==> config.mk <==
export PLATFORM = sky130hd
export DESIGN_NAME = sys_cmd_master
export DESIGN_NICKNAME = d
export VERILOG_FILES = /design/src/rtl/sys_cmd_pkg.sv /design/src/rtl/sys_cmd_master_frame_mux.sv /design/src/rtl/sys_cmd_master.sv
export SDC_FILE = /design/constraint.sdc
export NUM_CORES = 1
export LEC_CHECK = 0
export CORE_ASPECT_RATIO = 1.5
export CORE_MARGIN = 4
export CORE_UTILIZATION = 45
export CTS_CLUSTER_DIAMETER = 150
export DETAILED_ROUTE_END_ITERATION = 10
export DONT_BUFFER_PORTS = 1
export PLACE_DENSITY = 0.7
export SLEW_MARGIN = 20
export SYNTH_ARGS = -nofsm -noshare
export SYNTH_HDL_FRONTEND = slang
export SYNTH_SLANG_ARGS = --single-unit
export TNS_END_PERCENT = 1
==> constraint.sdc <==
create_clock -name clk -period 3.35 [get_ports clk]
set_clock_uncertainty 0.05 [all_clocks]
set_input_delay 0.335 -clock clk [delete_from_list [all_inputs] [get_ports clk]]
set_output_delay 0.335 -clock clk [all_outputs]
set_load 0.02 [all_outputs]
==> src/rtl/sys_cmd_pkg.sv <==
// Shared types, opcodes and frame/response length helpers for the UART command initiator.
package sys_cmd_pkg;

    localparam logic [7:0] RF_WR_CMD   = 8'hAA;
    localparam logic [7:0] RF_RD_CMD   = 8'hBB;
    localparam logic [7:0] ALU_OP_CMD  = 8'hCC;
    localparam logic [7:0] ALU_NOP_CMD = 8'hDD;

    localparam int unsigned IDX_W  = 2;
    localparam int unsigned LEN_W  = 3;
    localparam int unsigned RCNT_W = 2;
    localparam int unsigned TO_W   = 16;

    typedef enum logic [1:0] {
        CMD_RF_WR   = 2'd0,
        CMD_RF_RD   = 2'd1,
        CMD_ALU_OP  = 2'd2,
        CMD_ALU_NOP = 2'd3
    } cmd_e;

    typedef enum logic [1:0] {
        ST_IDLE     = 2'd0,
        ST_SEND     = 2'd1,
        ST_WAIT_RSP = 2'd2,
        ST_DONE     = 2'd3
    } state_e;

    typedef struct packed {
        cmd_e       cmd;
        logic [3:0] addr;
        logic [7:0] wdata;
        logic [7:0] op_a;
        logic [7:0] op_b;
        logic [3:0] fun;
    } req_fields_t;

    // Number of bytes in the outgoing frame, opcode included.
    function automatic logic [LEN_W-1:0] frame_len(input cmd_e cmd);
        case (cmd)
            CMD_RF_WR:  return LEN_W'(3);
            CMD_RF_RD:  return LEN_W'(2);
            CMD_ALU_OP: return LEN_W'(4);
            default:    return LEN_W'(2);
        endcase
    endfunction

    // Number of response bytes the controller returns.
    function automatic logic [RCNT_W-1:0] rsp_len(input cmd_e cmd);
        case (cmd)
            CMD_RF_WR: return RCNT_W'(0);
            CMD_RF_RD: return RCNT_W'(1);
            default:   return RCNT_W'(2);
        endcase
    endfunction

endpackage

==> src/rtl/sys_cmd_master_frame_mux.sv <==
// Selects the outgoing frame byte from the latched request fields and the byte index.
module sys_cmd_master_frame_mux
    import sys_cmd_pkg::*;
(
    input  req_fields_t      fields,
    input  logic [IDX_W-1:0] idx,
    output logic [7:0]       frame_byte_c,
    output logic [LEN_W-1:0] frame_len_c
);

    assign frame_len_c = frame_len(fields.cmd);

    always_comb begin
        frame_byte_c = 8'h00;
        case (fields.cmd)
            CMD_RF_WR: begin
                case (idx)
                    2'd0:    frame_byte_c = RF_WR_CMD;
                    2'd1:    frame_byte_c = {4'h0, fields.addr};
                    2'd2:    frame_byte_c = fields.wdata;
                    default: frame_byte_c = 8'h00;
                endcase
            end
            CMD_RF_RD: begin
                case (idx)
                    2'd0:    frame_byte_c = RF_RD_CMD;
                    2'd1:    frame_byte_c = {4'h0, fields.addr};
                    default: frame_byte_c = 8'h00;
                endcase
            end
            CMD_ALU_OP: begin
                case (idx)
                    2'd0:    frame_byte_c = ALU_OP_CMD;
                    2'd1:    frame_byte_c = fields.op_a;
                    2'd2:    frame_byte_c = fields.op_b;
                    default: frame_byte_c = {4'h0, fields.fun};
                endcase
            end
            default: begin
                case (idx)
                    2'd0:    frame_byte_c = ALU_NOP_CMD;
                    2'd1:    frame_byte_c = {4'h0, fields.fun};
                    default: frame_byte_c = 8'h00;
                endcase
            end
        endcase
    end

endmodule

==> src/rtl/sys_cmd_master.sv <==
// Host-side UART command initiator: serialises one request, collects the response.
// Optional response timeout enabled by defining SYS_CMD_TIMEOUT_EN.
module sys_cmd_master
    import sys_cmd_pkg::*;
#(
    parameter int unsigned TIMEOUT_CYCLES = 4096
) (
    input  logic        clk,
    input  logic        rst,
    input  logic        req_valid,
    output logic        req_ready,
    input  logic [1:0]  req_cmd,
    input  logic [3:0]  req_addr,
    input  logic [7:0]  req_wdata,
    input  logic [7:0]  req_op_a,
    input  logic [7:0]  req_op_b,
    input  logic [3:0]  req_fun,
    output logic [7:0]  tx_data,
    output logic        tx_valid,
    input  logic        tx_ready,
    input  logic [7:0]  rx_data,
    input  logic        rx_valid,
    output logic        rsp_valid,
    output logic [15:0] rsp_data,
    output logic        rsp_timeout,
    output logic        busy
);

    if (TIMEOUT_CYCLES < 2) begin : g_bad_timeout
        $error("sys_cmd_master: TIMEOUT_CYCLES must be at least 2");
    end

    state_e              state_q, state_nx;
    req_fields_t         fld_q, fld_nx;
    logic [IDX_W-1:0]    idx_q, idx_nx;
    logic [RCNT_W-1:0]   rcnt_q, rcnt_nx;
    logic [15:0]         rsp_nx;
    logic [7:0]          frame_byte_c;
    logic [LEN_W-1:0]    frame_len_c;
    logic                load_c;
    logic                last_c;

`ifdef SYS_CMD_TIMEOUT_EN
    localparam logic [TO_W-1:0] TO_LAST = TO_W'(TIMEOUT_CYCLES - 1);
    logic [TO_W-1:0] to_cnt_q, to_cnt_nx;
    logic            tout_nx;
`endif

    // Mux is fed the next-cycle fields/index so tx_data can be registered.
    sys_cmd_master_frame_mux u_frame_mux (
        .fields       (fld_nx),
        .idx          (idx_nx),
        .frame_byte_c (frame_byte_c),
        .frame_len_c  (frame_len_c)
    );

    assign load_c = (state_q == ST_IDLE) && req_valid;
    assign last_c = (state_q == ST_SEND) &&
                    ({1'b0, idx_q} == (frame_len_c - LEN_W'(1)));

    // Request field latch and byte index.
    always_comb begin
        fld_nx = fld_q;
        idx_nx = idx_q;
        if (load_c) begin
            fld_nx = '{cmd:   cmd_e'(req_cmd),
                       addr:  req_addr,
                       wdata: req_wdata,
                       op_a:  req_op_a,
                       op_b:  req_op_b,
                       fun:   req_fun};
            idx_nx = '0;
        end else if ((state_q == ST_SEND) && tx_ready && !last_c) begin
            idx_nx = idx_q + IDX_W'(1);
        end
    end

    // Next-state and response assembly.
    always_comb begin
        state_nx = state_q;
        rcnt_nx  = rcnt_q;
        rsp_nx   = rsp_data;
`ifdef SYS_CMD_TIMEOUT_EN
        to_cnt_nx = '0;
        tout_nx   = rsp_timeout;
`endif
        case (state_q)
            ST_IDLE: begin
                if (req_valid) begin
                    rcnt_nx  = '0;
                    rsp_nx   = '0;
`ifdef SYS_CMD_TIMEOUT_EN
                    tout_nx  = 1'b0;
`endif
                    state_nx = ST_SEND;
                end
            end
            ST_SEND: begin
                if (tx_ready && last_c) begin
                    state_nx = (fld_q.cmd == CMD_RF_WR) ? ST_DONE : ST_WAIT_RSP;
                end
            end
            ST_WAIT_RSP: begin
`ifdef SYS_CMD_TIMEOUT_EN
                to_cnt_nx = rx_valid ? '0 : to_cnt_q + TO_W'(1);
`endif
                if (rx_valid) begin
                    if (rcnt_q == '0) begin
                        rsp_nx[7:0] = rx_data;
                    end else begin
                        rsp_nx[15:8] = rx_data;
                    end
                    rcnt_nx = rcnt_q + RCNT_W'(1);
                    if (rcnt_nx == rsp_len(fld_q.cmd)) begin
                        state_nx = ST_DONE;
                    end
                end
`ifdef SYS_CMD_TIMEOUT_EN
                else if (to_cnt_q == TO_LAST) begin
                    state_nx = ST_DONE;
                    tout_nx  = 1'b1;
                end
`endif
            end
            default: begin
                state_nx = ST_IDLE;
            end
        endcase
    end

    always_ff @(posedge clk) begin
        if (rst) begin
            state_q   <= ST_IDLE;
            fld_q     <= '0;
            idx_q     <= '0;
            rcnt_q    <= '0;
            rsp_data  <= '0;
            tx_valid  <= 1'b0;
            tx_data   <= 8'h00;
            req_ready <= 1'b1;
            busy      <= 1'b0;
            rsp_valid <= 1'b0;
        end else begin
            state_q   <= state_nx;
            fld_q     <= fld_nx;
            idx_q     <= idx_nx;
            rcnt_q    <= rcnt_nx;
            rsp_data  <= rsp_nx;
            tx_valid  <= (state_nx == ST_SEND);
            tx_data   <= (state_nx == ST_SEND) ? frame_byte_c : 8'h00;
            req_ready <= (state_nx == ST_IDLE);
            busy      <= (state_nx != ST_IDLE);
            rsp_valid <= (state_nx == ST_DONE);
        end
    end

`ifdef SYS_CMD_TIMEOUT_EN
    always_ff @(posedge clk) begin
        if (rst) begin
            to_cnt_q    <= '0;
            rsp_timeout <= 1'b0;
        end else begin
            to_cnt_q    <= to_cnt_nx;
            rsp_timeout <= tout_nx;
        end
    end
`else
    assign rsp_timeout = 1'b0;
`endif

endmodule

==> results of run 1 <==
-- cells in the mapped netlist, types with 2 or more instances --
master	number
nor3_2	2
nand4_1	2
a311oi_2	2
nor2b_1	2
nand2b_1	5
dfxtp_1	68
a211oi_1	2
nand3_1	6
a21o_1	2
buf_1	3
nor3_1	6
a21oi_2	2
inv_1	7
a31oi_1	6
clkbuf_1	14
o21ai_0	8
nor4_1	2
nand2_1	56
a211o_1	2
a21boi_0	3
a32oi_1	3
nor4b_1	2
nor2_1	52
or3_1	2
mux2i_1	29
xnor2_1	2
buf_2	5
a21oi_1	41
buf_4	3
o211ai_1	3
and2_1	10
a32o_1	2
-- timing repair --
| item | 4_1_cts | 5_1_grt |
|---|---|---|
| endpoints found under the hold margin | 36 | 1 |
| setup endpoints to repair | 0 | 0 |
| setup buffers | 0 | 0 |
| hold buffers | 3 | 1 |
-- registers in the layout, indices dropped and copies added (netlist names) --
| name | cells |
|---|---|
| busy | 1 |
| tx_data | 8 |
| rsp_data | 16 |
| fld_q | 34 |
| idx_q | 2 |
| tx_valid | 1 |
| req_ready | 1 |
| state_q | 2 |
| rsp_valid | 1 |
| rcnt_q | 2 |
-- kinds of logic after synthesis --
family	share of synthesized area, %
AND/OR/NAND/NOR	23.4
XOR/XNOR	0.548
AO/OA/AOI/OAI	19.1
other	0.117
multiplexers	9.08
buffers and inverters	4.77
adder cells (fa/ha/maj)	0.391
flip-flops	42.6
-- worst register-to-register path, stage by stage (launching register included) --
cell,delay [ns]
dfxtp_1,0.47
or3b_1,0.43
buf_4,0.22
nor3_1,0.22
a21oi_2,0.09
xnor2_1,0.16
a211o_1,0.49
a311oi_2,0.24
-- per-stage QoR --
stage / total power, uW / hold WS [ns] / area, um^2 / setup slack (ns)
finish: 1690 / 0.0677 / 3440 / 0.891
global route: 1760 / 0.0636 / 3440 / 0.741
CTS: 1700 / 0.000931 / 3430 / 0.889
detailed placement: 1090 / 0.365 / 3220 / 0.922
global placement: 1090 / 0.363 / 3220 / 1.01
floorplan: 1060 / 0.375 / 3200 / 1.40
-- area by class of cell --
class / instances / area share, %
inverters: 8 / 0.872
clock inverters: 4 / 0.726
repair buffers: 10 / 2.76
multi-input cells: 281 / 49.1
well taps: 78 / 2.83
flip-flops and latches: 68 / 39.5
clock buffers: 12 / 4.21
-- worst max path at each step --
stage                       endpoint  slack, ns
5_1_grt        tx_data[6]$_SDFF_PP0_       0.74
3_3_place_gp   tx_data[0]$_SDFF_PP0_       1.01
3_5_place_dp   tx_data[2]$_SDFF_PP0_       0.92
6_report       tx_data[2]$_SDFF_PP0_       0.89
2_1_floorplan  tx_data[0]$_SDFF_PP0_       1.40
4_1_cts        tx_data[2]$_SDFF_PP0_       0.89
-- power groups by stage --
stage               registers (uW)  clock network (uW)  logic (uW)
CTS                            888                 607         204
finish                         888                 594         205
floorplan                      891                   0         168
global route                   892                 642         227
global placement               906                   0         184
detailed placement             907                   0         187
-- metal layers --
metal / track usage [%] / vias to the layer above / wire length [um]
met5: 0 / - / 0
met4: 12.8 / 0 / 311
met3: 6.18 / 21 / 604
met2: 34.6 / 97 / 4240
met1: 21.0 / 1262 / 3180
li1: - / 1335 / -
==> flow_summary_export.csv, run 1 <==
group,metric,value,unit
sta,max_freq,0.407,GHz
clocking,ctsResizeCount,0,
logic_synthesis,synth_seq_cells,68,
floorplanning,die_h,111,um
pwr,p_switching,476,uW
worst_setup_path,r2r_slack,0.89,ns
cells_and_area,diodes,0,
worst_setup_path,endpoint_kind,"register",
cells_and_area,fillers,676,
logic_synthesis,yosysWarnings,0,
sta,finalMaxSlewViolations,0,
pwr,pwr-share-comb,12.1,%
logic_synthesis,yosysTopAreaCell,"dfxtp_1",
sta,hold_viol,0,
pwr,cell_internal_pwr,1210,uW
routing,drtAntennaViolNets,0,
clocking,cts_sinks,68,
logic_synthesis,syn_avg_cell_area,8.35,um^2
worst_setup_path,worstPathArrival,2.66,ns
hold_path,holdPathStages,2,
routing,dr.pass1.iters,4,
cells_and_area,stdcell_count,461,
routing,wl_per_cell,18.1,um
pwr,peakVddDrop,294,uV
floorplanning,start_util,46.4,%
clocking,cts_tree,"done",
pwr,swShare,28.2,%
status,outcome,"finished clean",
global_route,grt_pass1_vias,2687,
cells_and_area,area_growth,7.71,%
logic_synthesis,async_reset_ff_share,0,%
logic_synthesis,synth.area.top_cells,"dfxtp_1 43%, mux2i_1 9.1%, nand2_1 6.6%, a21oi_1 6.4%, nor2_1 6.1%",
cells_and_area,nets,426,
worst_setup_path,cpLargestDelayFamily,"compound AO/OA/AOI/OAI gates",
cells_and_area,final_cell_mix,"68 x dfxtp_1, 56 x nand2_1, 52 x nor2_1",
clocking,htreeDepth,3,
place,post-dp-hpwl,5890,um
logic_synthesis,syn_area,0.00320,mm^2
floorplanning,placementRows,37,
routing,remaining_drc_errors,0,
floorplanning,die_area,0.00855,mm^2
worst_setup_path,crit_fanout,20,
worst_setup_path,rr_startpoint,"state_q[0]$_SDFF_PP0_",
place,gp_congestion,0.865,
cells_and_area,final_layout_size_suffix_gt1_share,9.14,%
routing,wirelength,8340,um
clocking,cts_buffers,9,
clocking,cts_root_buffer,"clkbuf_8",
sta,max_slew_margin,50.0,%
cells_and_area,multiInputGateArea,0.00169,mm^2
routing,vias,2715,
clocking,clk_pin_slew_worst_paths,0.07,ns
floorplanning,num_io_pins,76,
place,io_buffers,0,
logic_synthesis,ys_seq_area_share,42.6,%
clocking,clock_path_buffers,2,
sta,grt_setup_unrepaired,"no",
logic_synthesis,synth.distinct_cells,61,
logic_synthesis,synth_edf_count,0,
logic_synthesis,synth_ff_type,"dfxtp_1",
worst_setup_path,r2r-end,"tx_data[2]$_SDFF_PP0_",
hold_path,hp-start,"req_op_b[2]",
logic_synthesis,yosys.area.top_type_share,42.6,%
routing,via_per_inst,5.89,
sta,tightest_slew,0.747,ns
logic_synthesis,synthCells,383,
floorplanning,die_x,76.8,um
hold_path,hold_path_class,"in2reg",
floorplanning,coreArea,0.00690,mm^2
logic_synthesis,syn_nets,431,
global_route,track_usage,20.1,%
cells_and_area,seqCellArea,0.00136,mm^2
routing,dr.first_iter.drc_count,200,
worst_setup_path,start_kind,"register",
worst_setup_path,required,3.56,ns
worst_setup_path,cp_num_cells,7,
worst_setup_path,slowest_stage,"a211o_1",
place,dp.cells,441,
worst_setup_path,worst-path-buf-inv,1,
worst_setup_path,slowest_delay,0.49,ns
sta,finalCriticalPeriod,2.46,ns
global_route,grt_pass1_wl,13300,um
global_route,grt_max_degree,37,
pwr,clockPowerShare,35.2,%
worst_setup_path,cp_cell_sequence,"or3b_1 -> buf_4 -> nor3_1 -> a21oi_2 -> xnor2_1 -> a211o_1 -> a311oi_2",
hold_path,hold-path-endpoint,"fld_q[6]$_SDFF_PP0_",
cells_and_area,mostFrequentLayoutCell,"dfxtp_1",
pwr,total_leakage_power,0.00136,uW
sta,setup_tns,0,ns
global_route,antenna_found_initial,0,
worst_setup_path,rr_worst_depth,7,
pwr,p_seq_share,52.7,%
sta,period_share,73.4,%
global_route,grt_overflow,0,
pwr,powerDensity,490,mW/mm^2
cells_and_area,utilization,49.9,%
worst_setup_path,crit_path_start,"state_q[0]$_SDFF_PP0_",
sta,setup_viol_count_final,0,
clocking,clk_latency,0.35,ns
worst_setup_path,crit_type,"reg2reg",
job,drv_cap,0,
No activity file was read; power rests on OpenSTA's default activity.
==> inputs of run 2 (changes only) <==
Clock period 3.35 ns to 2.4 ns, I/O delays scaled along.
==> flow_summary_export.csv, run 2 (synthesized netlist as in run 1, its figures left out) <==
group,metric,value,unit
floorplanning,coreArea,0.00690,mm^2
global_route,grt_pass1_vias,2860,
clocking,cts_buffers,9,
global_route,track_usage,20.2,%
global_route,grt_overflow,0,
pwr,powerDensity,671,mW/mm^2
job,drv_cap,0,
cells_and_area,final_layout_size_suffix_gt1_share,10.5,%
pwr,pwr-share-comb,13.1,%
routing,remaining_drc_errors,0,
sta,setup_tns,0,ns
pwr,swShare,26.2,%
routing,via_per_inst,5.84,
cells_and_area,stdcell_count,486,
cells_and_area,final_cell_mix,"68 x dfxtp_1, 56 x nand2_1, 52 x nor2_1",
worst_setup_path,slowest_stage,"nor3_2",
worst_setup_path,worstPathArrival,2.38,ns
worst_setup_path,required,2.63,ns
worst_setup_path,crit_fanout,10,
cells_and_area,area_growth,16.3,%
pwr,p_seq_share,49.4,%
clocking,clock_path_buffers,2,
clocking,ctsResizeCount,0,
place,dp.cells,450,
sta,setup_viol_count_final,0,
sta,tightest_slew,0.627,ns
sta,max_slew_margin,58.2,%
global_route,grt_pass1_wl,13600,um
worst_setup_path,cpLargestDelayFamily,"compound AO/OA/AOI/OAI gates",
routing,vias,2838,
floorplanning,die_area,0.00855,mm^2
worst_setup_path,worst-path-buf-inv,1,
routing,dr.first_iter.drc_count,215,
status,outcome,"finished clean",
global_route,grt_max_degree,59,
pwr,clockPowerShare,37.5,%
place,gp_congestion,0.912,
sta,grt_setup_unrepaired,"no",
cells_and_area,fin_area,0.00372,mm^2
sta,period_share,89.7,%
cells_and_area,fillers,607,
pwr,peakVddDrop,419,uV
routing,drtAntennaViolNets,0,
sta,finalMaxSlewViolations,0,
clocking,cts_tree,"done",
sta,hold_slack,0.00535,ns
sta,max_freq,0.464,GHz
routing,wl_per_cell,17.4,um
clocking,htreeDepth,3,
hold_path,hold_path_class,"in2reg",
worst_setup_path,crit_type,"reg2reg",
worst_setup_path,cp_cell_sequence,"buf_4 -> nand2b_1 -> a21oi_1 -> nor3_2 -> a32oi_1 -> a311o_1 -> a31oi_1",
routing,dr.pass1.iters,5,
cells_and_area,nets,453,
global_route,antenna_found_initial,0,
place,io_buffers,0,
worst_setup_path,endpoint_kind,"register",
floorplanning,die_x,76.8,um
clocking,clk_pin_slew_worst_paths,0.07,ns
floorplanning,placementRows,37,
worst_setup_path,start_kind,"register",
sta,finalCriticalPeriod,2.15,ns
cells_and_area,largest_reg_flops,34,
clocking,clk_latency,0.36,ns
place,post-dp-hpwl,6200,um
pwr,p_switching,654,uW
floorplanning,die_h,111,um
cells_and_area,diodes,0,
routing,wirelength,8450,um
sta,hold_viol,0,
floorplanning,start_util,46.4,%
place,post_dp_cell_area,0.00329,mm^2
cells_and_area,regMostFlops,"fld_q",
clocking,cts_sinks,68,
clocking,cts_root_buffer,"clkbuf_8",
place,place_ws,0.316,ns
worst_setup_path,slowest_delay,0.45,ns
pwr,cell_internal_pwr,1840,uW
pwr,total_leakage_power,0.00150,uW
floorplanning,num_io_pins,76,
cells_and_area,top_regs,"fld_q x34, rsp_data x16, tx_data x8",
sta,setup_slack,0.247,ns
cells_and_area,mostFrequentLayoutCell,"dfxtp_1",
run 2: cell count changes in the layout (fill, tap and decap cells not counted), sizes merged:
cell         before  now
dlygate4sd3       3   21
buf               7   16
clkinvlp          2    0
bufinv            0    1
clkinv            2    1
run 2: per-stage QoR:
| stage | util (%) | total power, uW |
|---|---|---|
| 6_report | 53.9 | 2500 |
| 5_1_grt | 53.9 | 2600 |
| 4_1_cts | 53.9 | 2510 |
| 3_5_place_dp | 47.7 | 1540 |
| 3_3_place_gp | 47.7 | 1530 |
| 2_1_floorplan | - | 1480 |
run 2: area by class of cell:
class                      count  area, um^2  share of cell area, %
sequential                    68        1360                   36.6
clock inverter                 2        35.0                  0.942
inverter                       8        30.0                  0.807
tap                           78        97.6                   2.62
multi-input combinational    281        1690                   45.4
timing repair buffer          37         350                   9.42
clock buffer                  12         155                   4.17
run 2: routing by layer:
layer | track usage [%] | wire, um
met3 | 6.67 | 570
met1 | 21.3 | 3230
met4 | 11.6 | 308
met5 | 0 | 0
met2 | 34.5 | 4340
run 2: worst paths after layout:
kind	startpoint	endpoint	slack [ns]	cells past startpoint
worst max register to register	state_q[1]$_SDFF_PP0_	tx_data[1]$_SDFF_PP0_	0.25	7
worst max-delay path	state_q[1]$_SDFF_PP0_	tx_data[1]$_SDFF_PP0_	0.25	7
worst min-delay path	req_wdata[5]	fld_q[25]$_SDFF_PP0_	0.005	2
worst min register to register	fld_q[5]$_SDFF_PP0_	fld_q[5]$_SDFF_PP0_	0.40	2
run 2: power by group through the flow:
stage | clock network [uW] | logic [uW] | registers, uW
floorplan | 0 | 234 | 1240
global placement | 0 | 274 | 1260
detailed placement | 0 | 278 | 1260
CTS | 952 | 326 | 1230
global route | 1000 | 360 | 1240
finish | 936 | 328 | 1230
run 2: timing repair:
action | 4_1_cts | 5_1_grt
hold endpoints to repair | 59 | 0
buffers inserted | 0 | 0
hold buffers | 22 | 0
